## src/rtl/uart_pkg.sv

```systemverilog
// Shared UART definitions: receiver state encoding, prescale width and minimum
// bit period, so the transmitter and receiver agree on bit-period control.
package uart_pkg;

  localparam int UART_PRESCALE_W = 16;
  localparam logic [UART_PRESCALE_W-1:0] UART_PRESCALE_MIN = UART_PRESCALE_W'(4);

  typedef enum logic [2:0] {
    IDLE,
    START,
    DATA,
    PARITY,
    STOP,
    WAIT_IDLE
  } uart_rx_state_t;

  // Bit period actually used: the requested prescale clamped to the minimum.
  function automatic logic [UART_PRESCALE_W-1:0] uart_eff_period(
    input logic [UART_PRESCALE_W-1:0] p
  );
    return (p < UART_PRESCALE_MIN) ? UART_PRESCALE_MIN : p;
  endfunction

endpackage

```

## src/rtl/uart_sync.sv

```systemverilog
// N-stage synchronizer for an asynchronous input pin; every stage resets to 1
// so an idle-high line does not produce a spurious edge out of reset.
module uart_sync #(
  parameter int STAGES = 2
) (
  input  logic clk,
  input  logic rst_ni,
  input  logic d_i,
  output logic q_o
);

  logic [STAGES-1:0] sync_q;

  always_ff @(posedge clk or negedge rst_ni) begin
    if (!rst_ni) begin
      sync_q <= '1;
    end else begin
      sync_q <= {sync_q[STAGES-2:0], d_i};
    end
  end

  assign q_o = sync_q[STAGES-1];

endmodule

```

## src/rtl/uart_receiver.sv

```systemverilog
// UART receiver: 8N1 frames by default; define UART_RX_PARITY_EN to add a
// parity bit (sense set by PARITY_ODD) checked before the stop bit.
module uart_receiver
  import uart_pkg::*;
#(
  parameter int DATA_BITS   = 8,
  parameter int SYNC_STAGES = 2,
  parameter int PARITY_ODD  = 0
) (
  input  logic                       clk,
  input  logic                       reset,
  input  logic [UART_PRESCALE_W-1:0] prescale,
  input  logic                       rx,
  output logic [DATA_BITS-1:0]       rx_data,
  output logic                       rx_valid,
  output logic                       rx_busy,
  output logic                       rx_error
);

  localparam int BW = (DATA_BITS > 1) ? $clog2(DATA_BITS) : 1;

  logic rxs;
  logic rxs_prev_q;

  uart_rx_state_t              state_q, state_d;
  logic [UART_PRESCALE_W-1:0]  cnt_q, cnt_d;
  logic [UART_PRESCALE_W-1:0]  period_q, period_d;
  logic [UART_PRESCALE_W-1:0]  eff_period;
  logic [BW-1:0]               bit_q, bit_d;
  logic [DATA_BITS-1:0]        shift_q, shift_d;
  logic [DATA_BITS-1:0]        data_q, data_d;
  logic                        valid_q, valid_d;
  logic                        error_q, error_d;
  logic                        tick;
  logic                        stop_ok;
`ifdef UART_RX_PARITY_EN
  logic                        par_q, par_d;
  logic                        par_err_q, par_err_d;
`endif

  uart_sync #(
    .STAGES(SYNC_STAGES)
  ) u_sync (
    .clk   (clk),
    .rst_ni(reset),
    .d_i   (rx),
    .q_o   (rxs)
  );

  assign eff_period = uart_eff_period(prescale);
  assign tick       = (cnt_q == '0);

  always_comb begin
    state_d  = state_q;
    cnt_d    = cnt_q;
    period_d = period_q;
    bit_d    = bit_q;
    shift_d  = shift_q;
    data_d   = data_q;
    valid_d  = 1'b0;
    error_d  = 1'b0;
`ifdef UART_RX_PARITY_EN
    par_d     = par_q;
    par_err_d = par_err_q;
    stop_ok   = rxs && !par_err_q;
`else
    stop_ok   = rxs;
`endif
    case (state_q)
      IDLE: begin
        // Counter runs down to zero, so loading n-1 puts the sample n cycles out.
        if (rxs_prev_q && !rxs) begin
          period_d = eff_period;
          cnt_d    = (eff_period >> 1) - 1'b1;
          state_d  = START;
        end
      end
      START: begin
        if (!tick) begin
          cnt_d = cnt_q - 1'b1;
        end else if (rxs) begin
          state_d = IDLE;
        end else begin
          cnt_d   = period_q - 1'b1;
          bit_d   = '0;
          state_d = DATA;
`ifdef UART_RX_PARITY_EN
          par_d     = (PARITY_ODD != 0);
          par_err_d = 1'b0;
`endif
        end
      end
      DATA: begin
        if (!tick) begin
          cnt_d = cnt_q - 1'b1;
        end else begin
          cnt_d   = period_q - 1'b1;
          shift_d = {rxs, shift_q[DATA_BITS-1:1]};
`ifdef UART_RX_PARITY_EN
          par_d = par_q ^ rxs;
`endif
          if (bit_q == BW'(DATA_BITS - 1)) begin
`ifdef UART_RX_PARITY_EN
            state_d = PARITY;
`else
            state_d = STOP;
`endif
          end else begin
            bit_d = bit_q + 1'b1;
          end
        end
      end
`ifdef UART_RX_PARITY_EN
      PARITY: begin
        if (!tick) begin
          cnt_d = cnt_q - 1'b1;
        end else begin
          cnt_d     = period_q - 1'b1;
          par_err_d = (rxs != par_q);
          state_d   = STOP;
        end
      end
`endif
      STOP: begin
        if (!tick) begin
          cnt_d = cnt_q - 1'b1;
        end else if (stop_ok) begin
          data_d  = shift_q;
          valid_d = 1'b1;
          state_d = IDLE;
        end else begin
          error_d = 1'b1;
          state_d = WAIT_IDLE;
        end
      end
      WAIT_IDLE: begin
        if (rxs) begin
          state_d = IDLE;
        end
      end
      default: state_d = IDLE;
    endcase
  end

  always_ff @(posedge clk or negedge reset) begin
    if (!reset) begin
      state_q    <= IDLE;
      rxs_prev_q <= 1'b1;
      cnt_q      <= '0;
      period_q   <= '0;
      bit_q      <= '0;
      shift_q    <= '0;
      data_q     <= '0;
      valid_q    <= 1'b0;
      error_q    <= 1'b0;
`ifdef UART_RX_PARITY_EN
      par_q      <= 1'b0;
      par_err_q  <= 1'b0;
`endif
    end else begin
      state_q    <= state_d;
      rxs_prev_q <= rxs;
      cnt_q      <= cnt_d;
      period_q   <= period_d;
      bit_q      <= bit_d;
      shift_q    <= shift_d;
      data_q     <= data_d;
      valid_q    <= valid_d;
      error_q    <= error_d;
`ifdef UART_RX_PARITY_EN
      par_q      <= par_d;
      par_err_q  <= par_err_d;
`endif
    end
  end

  assign rx_data  = data_q;
  assign rx_valid = valid_q;
  assign rx_error = error_q;
  assign rx_busy  = (state_q != IDLE);

endmodule

```

## config.mk

```make
export PLATFORM = sky130hd
export DESIGN_NAME = uart_receiver
export DESIGN_NICKNAME = d
export VERILOG_FILES = /design/src/rtl/uart_pkg.sv /design/src/rtl/uart_sync.sv /design/src/rtl/uart_receiver.sv
export SDC_FILE = /design/constraint.sdc
export NUM_CORES = 1
export LEC_CHECK = 0
export BUFFER_PORTS_ARGS = -buffer_cell sky130_fd_sc_hd__buf_2
export CAP_MARGIN = 25
export CORE_ASPECT_RATIO = 1.4
export CORE_MARGIN = 3
export CORE_UTILIZATION = 45
export DETAILED_ROUTE_END_ITERATION = 6
export PLACE_DENSITY = 0.71
export SETUP_SLACK_MARGIN = 0.4
export SLEW_MARGIN = 20
export SYNTH_ARGS = -nofsm -noshare
export SYNTH_HDL_FRONTEND = slang
export SYNTH_SLANG_ARGS = --single-unit
```

## constraint.sdc

```tcl
create_clock -name clk -period 2.7 [get_ports clk]
set_clock_uncertainty 0.1 [all_clocks]
set_input_delay 0.405 -clock clk [delete_from_list [all_inputs] [get_ports clk]]
set_output_delay 0.405 -clock clk [all_outputs]
set_load 0.01 [all_outputs]
```

==> results by stage, run 1 <==
Clock network:
- Clock-pin slew was measured on the worst setup and hold paths at roughly 70 ps.
- The clock root buffer is clkbuf_8.
- The latest clock arrival within the worst-skew pair is ~340 ps.
- The maximum level of the CTS H-tree is 3.
- Clock tree synthesis inserted a total of 9 buffers.
- The TritonCTS clock tree is yes.
- Counting every sink on the clock net gives 59.
- The maximum clock path buffer count is 2.
- After clock tree synthesis, the flow added hold-fix buffers numbering 0.

Route:
- After detailed routing, the total wire length is between 10000 and 15000 um.
- The first routing iteration left slightly above 200 violations.
- For this block, the via count after detailed routing is 3315.
- For this run, design rule violations remaining after detail routing come to 0.
- The per-cell via count in the routed design is 5.920.
- The number of search-and-repair iterations in the first detailed-routing pass is 4.
- The routed length per instance is ~18 um.
- Once detail routing completed, the nets flagged for antenna violations numbered 0.

Global routing:
- The largest net degree at the start of global routing is 42.
- Global routing used a little over a fifth of the available tracks.
- The number of antenna violations at the first check in global routing is 0.
- The leftover overflow at the end of global routing is 0.
- The first global-routing pass estimated between 15000 and 20000 um of wire.
- The number of global-route vias before repair is around 3300.

Synthesis:
- The Yosys step of the flow raised 0 warnings.
- Of all flip-flops after synthesis, the portion carrying an async set or reset was 100.0%.
- The number of different library cells in the post-synthesis netlist is 57.
- The cell area that synthesis handed to floorplanning was between 0.003 and 0.004 mm^2.
- The number of nets in the synthesized netlist is 388.
- The average footprint of a synthesized cell is ~9.6 um^2.
- The number of synthesized flops with an enable pin is 0.
- The most used flip-flop cell after synthesis is dfrtp_1.
- The sequential area share after synthesis is 42.51%.
- The number of register bits inferred by synthesis is 59.
- The synthesized netlist cell count is ~360.

Placement:
- During placement, the flow inserted port buffers numbering 29.
- The worst-case setup slack after placement is -19.34 ps.
- Counting tap cells, the placed design contains a total of between 500 and 600 instances.
- The final RePlAce weighted congestion is around 0.85.
- The HPWL after detailed placement is ~6500 um.

STA:
- The worst pin sits at a relative slew slack of 22.95%.
- For the pin with the worst max-slew slack, the measured transition is between 1000 and 1500 ps.
- The maximum clock frequency is around 380 MHz.
- The total setup violations reported at the end of the flow is 0.
- The final hold violation count is 0.
- The clock period could shrink to ~2600 ps.
- After layout, the worst path uses 97.78% of the clock period.
- The number of pins with negative max-slew slack in the final report was 0.
- Setup slack closes at 59.81 ps.
- Setup repair after global routing could not meet its margin everywhere.

Worst setup path:
- The worst register-to-register path ends at cnt_q[6]$_DFFE_PN0P_.
- Counting cells, the worst reg-to-reg path comes to 8.
- The data arrival time of the worst path is 2760 ps.
- The critical path required time is approximately 2800 ps.
- The start of the worst register-to-register path is cnt_q[0]$_DFFE_PN0P_.
- The worst setup path is of the flip-flop to flip-flop kind.
- The most critical setup path has its startpoint at cnt_q[0]$_DFFE_PN0P_.
- The maximum fanout along the worst path is 6.
- Following the worst setup path forward leads to its endpoint at cnt_q[6]$_DFFE_PN0P_.
- The register-to-register path setup slack is approximately 60 ps.
- The nature of the critical path endpoint is a flip-flop.
- The startpoint type of the worst setup path is a flip-flop.

Power and ir drop:
- The power per standard cell area is 699.6 mW/mm^2.
- The power after layout is roughly 3400 uW.
- The leakage power is between 0.002 and 0.0025 uW.
- The largest vdd supply drop is around 0.38 mV.

Floorplan:
- The die covers between 0.008 and 0.009 mm^2.
- The die is approximately 80 um wide.
- The number of primary I/O pins is 30.
- The effective utilization at floorplan is a little under half.
- The core region is 0.007453 mm^2.
- The floorplan step set the die height to roughly 110 um.
- The count of standard-cell rows is 37.

Cells and area:
- At the end of the flow, the number of nets in the layout was 482.
- The final standard cell count with taps included and fillers excluded is 560.
- Compared with the post-synthesis result, the final layout area differs by 38.95%.
- The repair_antennas step left the layout with diodes totalling 0.
- Cells with a size suffix above 1 make up 41.90% of the layout.
- The core occupancy in the finished layout is approximately 65%.

Status:
- The flow ran to the end, and the final reports show no timing, DRC or antenna violations.

Job:
- The tool flagged a number of max-cap violations equal to 0.

Hold path:
- The class of the tightest hold or removal check is primary input to flip-flop.
placed cells by master, fill, tap and decap left out, types with 5 or more instances in the layout:
master / n
a21oi_1: 14
a31oi_1: 5
buf_2: 29
buf_4: 52
buf_6: 17
clkbuf_8: 10
dfrtp_1: 55
inv_1: 6
mux2_2: 20
mux2_4: 9
nand2_1: 22
nand2b_1: 6
nand3_2: 5
nor2_1: 30
nor3_1: 12
nor4_1: 5
o21ai_0: 18
o21ai_1: 9
o22ai_1: 6
o31ai_1: 5
or3_1: 8
xnor2_1: 10
xor2_1: 10
where the power goes:
part	leakage (uW)	switching [uW]	total (uW)	internal [uW]
Sequential	0.000743	178	1230	1050
Clock	0.000123	364	1000	636
Combinational	0.00124	551	1160	605
sequential cells by signal, indices dropped and copies added (netlist names):
register       cells
rxs_prev_q         1
rx_valid           1
rx_error           1
cnt_q             16
rx_data            8
bit_q              3
period_q          16
state_q            3
u_sync.sync_q      2
shift_q            8
metal layers:
layer / wire length (um) / up-vias / global-route usage [%]
li1: - / 1549 / -
met1: 3943 / 1604 / 24.23
met2: 5233 / 123 / 39.81
met3: 511 / 39 / 4.390
met4: 398 / 0 / 10.63
met5: 0 / - / 0
cell families after synthesis:
kind of cell	count (synthesis)	share of synthesized area, %
mux	32	10.24
compound gates	92	17.14
xor+xnor	20	5.030
flops	59	42.51
buf+inv	25	3.342
fa+ha+maj	5	1.797
simple gates	131	19.94
worst max-delay path, cell delays in order, from the launching register on:
cell      delay, ps
dfrtp_1         400
inv_2            90
ha_4            130
or4b_4          470
or4_4           520
a211oi_4        240
buf_6           160
a211oi_2         50
a2111o_1        360
area by class of cell:
type | count | area (um^2)
clock buffers | 11 | 141.4
clock inverters | 5 | 100.1
fillers | 566 | 2615
inverters | 8 | 30.03
multi-input cells | 280 | 2192
flip-flops and latches | 59 | 1481
well taps | 97 | 121.4
repair buffers | 100 | 772.0
metrics by stage:
stage               cell area, um^2  TNS, ps  hold WS, ps
floorplan                      3581        0        9.409
global placement               4066        0        246.4
detailed placement             4066   -19.34        248.5
CTS                            4446        0        49.68
global route                   4838  -0.7510        55.58
finish                         4838        0        55.69
cell usage after synthesis, drive strengths merged, types with 5 or more instances:
library cell	n	area (um^2)
a211oi	6	57.56
dfrtp	56	1401
xor2	10	87.58
or3	9	56.30
nand2b	7	43.79
nor2	34	127.6
nand2	24	90.09
o31ai	5	37.54
clkbuf	8	30.03
nor4	9	68.81
xnor2	10	87.58
o22ai	7	43.79
buf	9	56.30
a21oi	19	98.85
inv	8	30.03
nand3	9	45.04
nor3	13	65.06
o21ai	29	145.1
a31oi	6	37.54
or4	6	48.80
ha	5	62.56
mux2	29	326.6
what timing repair did:
action	in CTS	in global routing
gates resized for setup	22	54
setup buffers	7	19
pin swaps	6	31
setup endpoints to repair	35	38
gates cloned	0	3
how the worst min path moves through the flow:
| stage | start | depth (start not counted) | endpoint |
|---|---|---|---|
| floorplan | reset | 0 | bit_q[0]$_DFFE_PN0P_ |
| global placement | u_sync.sync_q[0]$_DFF_PN1_ | 0 | u_sync.sync_q[1]$_DFF_PN1_ |
| detailed placement | u_sync.sync_q[0]$_DFF_PN1_ | 0 | u_sync.sync_q[1]$_DFF_PN1_ |
| CTS | rx | 1 | u_sync.sync_q[0]$_DFF_PN1_ |
| global route | rx | 1 | u_sync.sync_q[0]$_DFF_PN1_ |
| finish | rx | 1 | u_sync.sync_q[0]$_DFF_PN1_ |
Note: power is estimated with default switching activity, not from simulation.
==> run 2, diff against run 1 <==
--- a/config.mk
+++ b/config.mk
@@ -5,15 +5,16 @@
 export SDC_FILE = /design/constraint.sdc
 export NUM_CORES = 1
 export LEC_CHECK = 0
-export BUFFER_PORTS_ARGS = -buffer_cell sky130_fd_sc_hd__buf_2
 export CAP_MARGIN = 25
 export CORE_ASPECT_RATIO = 1.4
 export CORE_MARGIN = 3
 export CORE_UTILIZATION = 45
 export DETAILED_ROUTE_END_ITERATION = 6
-export PLACE_DENSITY = 0.71
+export DONT_BUFFER_PORTS = 1
+export PLACE_DENSITY = 0.68
 export SETUP_SLACK_MARGIN = 0.4
 export SLEW_MARGIN = 20
 export SYNTH_ARGS = -nofsm -noshare
 export SYNTH_HDL_FRONTEND = slang
+export SYNTH_HIERARCHICAL = 1
 export SYNTH_SLANG_ARGS = --single-unit
==> results by stage, run 2 <==
Status:
- The flow ran to the end, and the final reports show no timing, DRC or antenna violations.

Floorplan:
- The count of standard-cell rows is 37 (unchanged).
- The floorplan core area came to 0.007500 mm^2 (+0.62%).
- The number of primary I/O pins was 30 (unchanged).
- The floorplan die height was 110.9 um (+0.74%).
- The overall die area is 0.008975 mm^2 (+1.5%).
- The die width is 80.93 um (+0.73%).
- The effective utilization at floorplan is 47.16% (+0.45 points).

Synthesis:
- The number of different library cells in the post-synthesis netlist is 60 (+5.3%).
- The synthesized netlist cell count came to 373 (+2.5%).
- The largest area contributor in the synthesized netlist is dfrtp_1.
- The most common cell in the synthesized netlist is dfrtp_1.
- The number of nets in the synthesized netlist is 398 (+2.6%).
- The sequential area share after synthesis came to 41.85% (-0.66 points).
- The cell area after synthesis was 0.003537 mm^2 (+1.6%).
- The average footprint of a synthesized cell is 9.483 um^2 (-0.87%).
- The share of Yosys cell area claimed by the top area cell type is 39.62% (-0.63 points).
- The total of warnings raised by yosys came to 6 (+6).
- The commonest cells after synthesis are dfrtp_1, nand2_1, mux2_2.
- The number of synthesized flops with an enable pin is 0 (unchanged).
- By area the synthesized netlist is led by dfrtp_1, mux2_2, xor2_1.
- Among all flip-flop cells after synthesis, the most frequent one is dfrtp_1.
- The number of register bits inferred by synthesis is 59 (unchanged).
- The fraction of registers with async set or reset after synthesis came to 100.0% (unchanged).

Placement:
- The final RePlAce weighted congestion was 0.8807 (+3.1%).
- The worst-case setup slack after placement is -84.59 ps (-65.25 ps).
- The number of input and output port buffers inserted was 0 (-100%).
- The placed instance count is 487 (-5.4%).
- The half-perimeter wire length after placement came to 6597 um (+1.1%).

Cells and area:
- The final standard cell count with taps included and fillers excluded came to 514 (-8.2%).
- The proportion of layout cells with a drive suffix above 1 is 30.46% (-11 points).
- The count of antenna diodes in the layout is 0 (unchanged).
- The final-stage net count came to 437 (-9.3%).
- The top cell types in the final layout, fill and taps aside, are dfrtp_1, buf_4, nand2_1, mux2_2, nor2_1.
- The area overhead of the layout relative to synthesis is 21.83%.
- In the final layout, the registers with the most flip-flops are cnt_q x16, period_q x16.
- The most common cell after layout, fill and taps aside is dfrtp_1.

Worst setup path:
- The peak per-stage delay on the critical path came to 590 ps (+70 ps).
- The worst setup path is captured at a flip-flop.
- The critical path is of the flip-flop to flip-flop type.
- The critical path required time is 2830 ps (about the same).
- For this design, the slowest cell found on the critical path is or4_4.
- The data arrival time of the worst path was 2670 ps (-90 ps).
- In this design, the critical path's most frequently occurring cell is or4_4.
- Walking the worst path, the cells encountered are or4_4 > or4_4 > a21oi_4 > buf_6 > o32ai_2 > a21oi_1 > o21ai_1.
- The buffer and inverter count on the worst path is 1 (-1).
- The maximum fanout along the worst path came to 5 (-1).
- The kind of cell with the highest combined delay along the critical path is simple AND/OR/NAND/NOR gates.
- STA classifies the critical path startpoint as a flip-flop.

Route:
- The total wire length is 9032 um (-10%).
- The routed length per instance is 17.57 um (-2.4%).
- The highest routed metal layer is met4.
- The post-detailed-route count of antenna-violating nets is 0 (unchanged).
- The remaining routing DRC violations was 0 (unchanged).
- The length of routed met3 wiring is 467 um (-8.6%).
- The number of DRC markers in iteration 0 is 164 (-20%).
- The number of search-and-repair iterations in the first detailed-routing pass came to 5 (+1).
- The detailed route wirelength on metal2 is 4747 um (-9.3%).
- The via count came to 3086 (-6.9%).
- The wire length the detailed router placed on met1 is 3537 um (-10%).
- The per-cell via count in the routed design is 6.004 (+1.4%).

Global routing:
- The number of global-route vias before repair is 3115 (-4.7%).
- The leftover overflow at the end of global routing is 0 (unchanged).
- The first-pass GRT wire length was 14810 um (-1.3%).
- The overall routing resource usage is 21.14% (-0.81 points).
- The largest net degree at the start of global routing was 60 (+43%).
- The number of antenna violations at the first check in global routing is 0 (unchanged).

STA:
- The final hold violation count is 0 (unchanged).
- The number of pins with negative max-slew slack in the final report is 0 (unchanged).
- The time the worst path needs with I/O delays and setup was 2536 ps (-104.0 ps).
- The worst hold slack after final layout is 103.0 ps (+47.36 ps).
- The total setup violations reported at the end of the flow is 0 (unchanged).
- Setup repair after global routing could not meet its margin everywhere.
- The setup slack of the critical path after layout is 163.8 ps (+104.0 ps).
- The headroom to the max-slew limit came to 63.34% (+40 points).
- The share of the cycle needed by the critical path after routing was 93.93% (-3.9 points).
- The final setup TNS was 0 ps (unchanged).
- The slew of the pin with the lowest slew margin is 536.1 ps (-615.4 ps).
- The maximum clock frequency is 394.3 MHz (+4.1%).

Clock network:
- The maximum level of the CTS H-tree is 3 (unchanged).
- The latest clock arrival within the worst-skew pair came to 350 ps (about the same).
- The clock root buffer is clkbuf_8.
- The TritonCTS clock tree is yes.
- The maximum clock path buffer count is 2 (unchanged).
- The clock edge transition at the registers on the reported setup and hold paths is 80 ps (about the same).
- The clock net sink count came to 59 (unchanged).
- The number of clock buffers inserted by TritonCTS was 9 (unchanged).

Power and ir drop:
- The power after layout was 3610 uW (+6.6%).
- The power per standard cell area is 837.7 mW/mm^2 (+20%).
- The leakage power is 0.001823 uW (-13%).
- The largest vdd supply drop is 0.5446 mV (+44%).

Job:
- The count of max-cap constraint violations was 0 (unchanged).

Hold path:
- The class of the tightest hold or removal check is primary input to flip-flop.
## run 2: changes by cell type after synthesis, sizes merged, moves of 4 or more
cell and change:
a31oi -4, nand2 +9, nand3 +5, nor2 -7, nor3b -4, o31ai -5, xor2 +8
## run 2: logic make-up after synthesis
logic type	synth area share [%]
adder cells (fa/ha/maj)	2.405
XOR/XNOR	6.438
AND/OR/NAND/NOR	21.37
AO/OA/AOI/OAI	15.25
multiplexers	9.834
flip-flops	41.85
buffers and inverters	2.865
## run 2: per-layer routing
layer  vias to the layer above  GRT usage, %
li1                       1455             -
met1                      1497         23.42
met2                       110         36.31
met3                        24         5.610
met4                         0         10.37
met5                         -             0
## run 2: cell type report
class	count	area, um^2
repair buffers	43	371.6
fillers	675	3191
flip-flops and latches	59	1480
clock inverters	6	41.29
multi-input cells	291	2127
clock buffers	10	137.6
inverters	8	30.03
well taps	97	121.4
## run 2: worst paths after layout
| kind | startpoint | endpoint | slack [ps] | depth (start not counted) |
|---|---|---|---|---|
| worst max-delay path | cnt_q[5]$_DFFE_PN0P_ | cnt_q[8]$_DFFE_PN0P_ | 160 | 7 |
| worst min-delay path | prescale[12] | period_q[12]$_DFFE_PN0P_ | 100 | 1 |
| worst max register to register | cnt_q[5]$_DFFE_PN0P_ | cnt_q[8]$_DFFE_PN0P_ | 160 | 7 |
| worst min register to register | u_sync/sync_q[0]$_DFF_PN1_ | u_sync/sync_q[1]$_DFF_PN1_ | 260 | 0 |
| max in group asynchronous | reset | u_sync/sync_q[0]$_DFF_PN1_ | 1630 | 2 |
| min in group asynchronous | reset | cnt_q[8]$_DFFE_PN0P_ | 530 | 2 |
## run 2: worst reg2reg max path: stages, from the launching register on
cell     delay [ps]
dfrtp_1         430
or4_4           560
or4_4           590
a21oi_4         240
buf_6           160
o32ai_2          80
a21oi_1         180
o21ai_1          80
## run 2: repair_timing
action | in CTS | in global routing
gates resized for setup | 8 | 16
hold buffers | 3 | 0
pin swaps | 7 | 5
buffers inserted | 2 | 5
endpoints found under the setup margin | 25 | 34
endpoints found under the hold margin | 60 | 0
cloned | 0 | 1
## run 2: power by group
group / leakage, uW / switching [uW] / total, uW / internal (uW)
Clock: 0.0000843 / 376 / 731 / 355
Combinational: 0.000985 / 739 / 1460 / 724
Sequential: 0.000753 / 290 / 1420 / 1130
Total: 0.00182 / 1400 / 3610 / 2210
## run 2: metrics by stage
stage,instance area [um^2],util [%]
2_1_floorplan,3630,-
3_3_place_gp,3928,52.37
3_5_place_dp,3928,52.37
4_1_cts,4200,56.01
5_1_grt,4309,57.46
6_report,4309,57.46
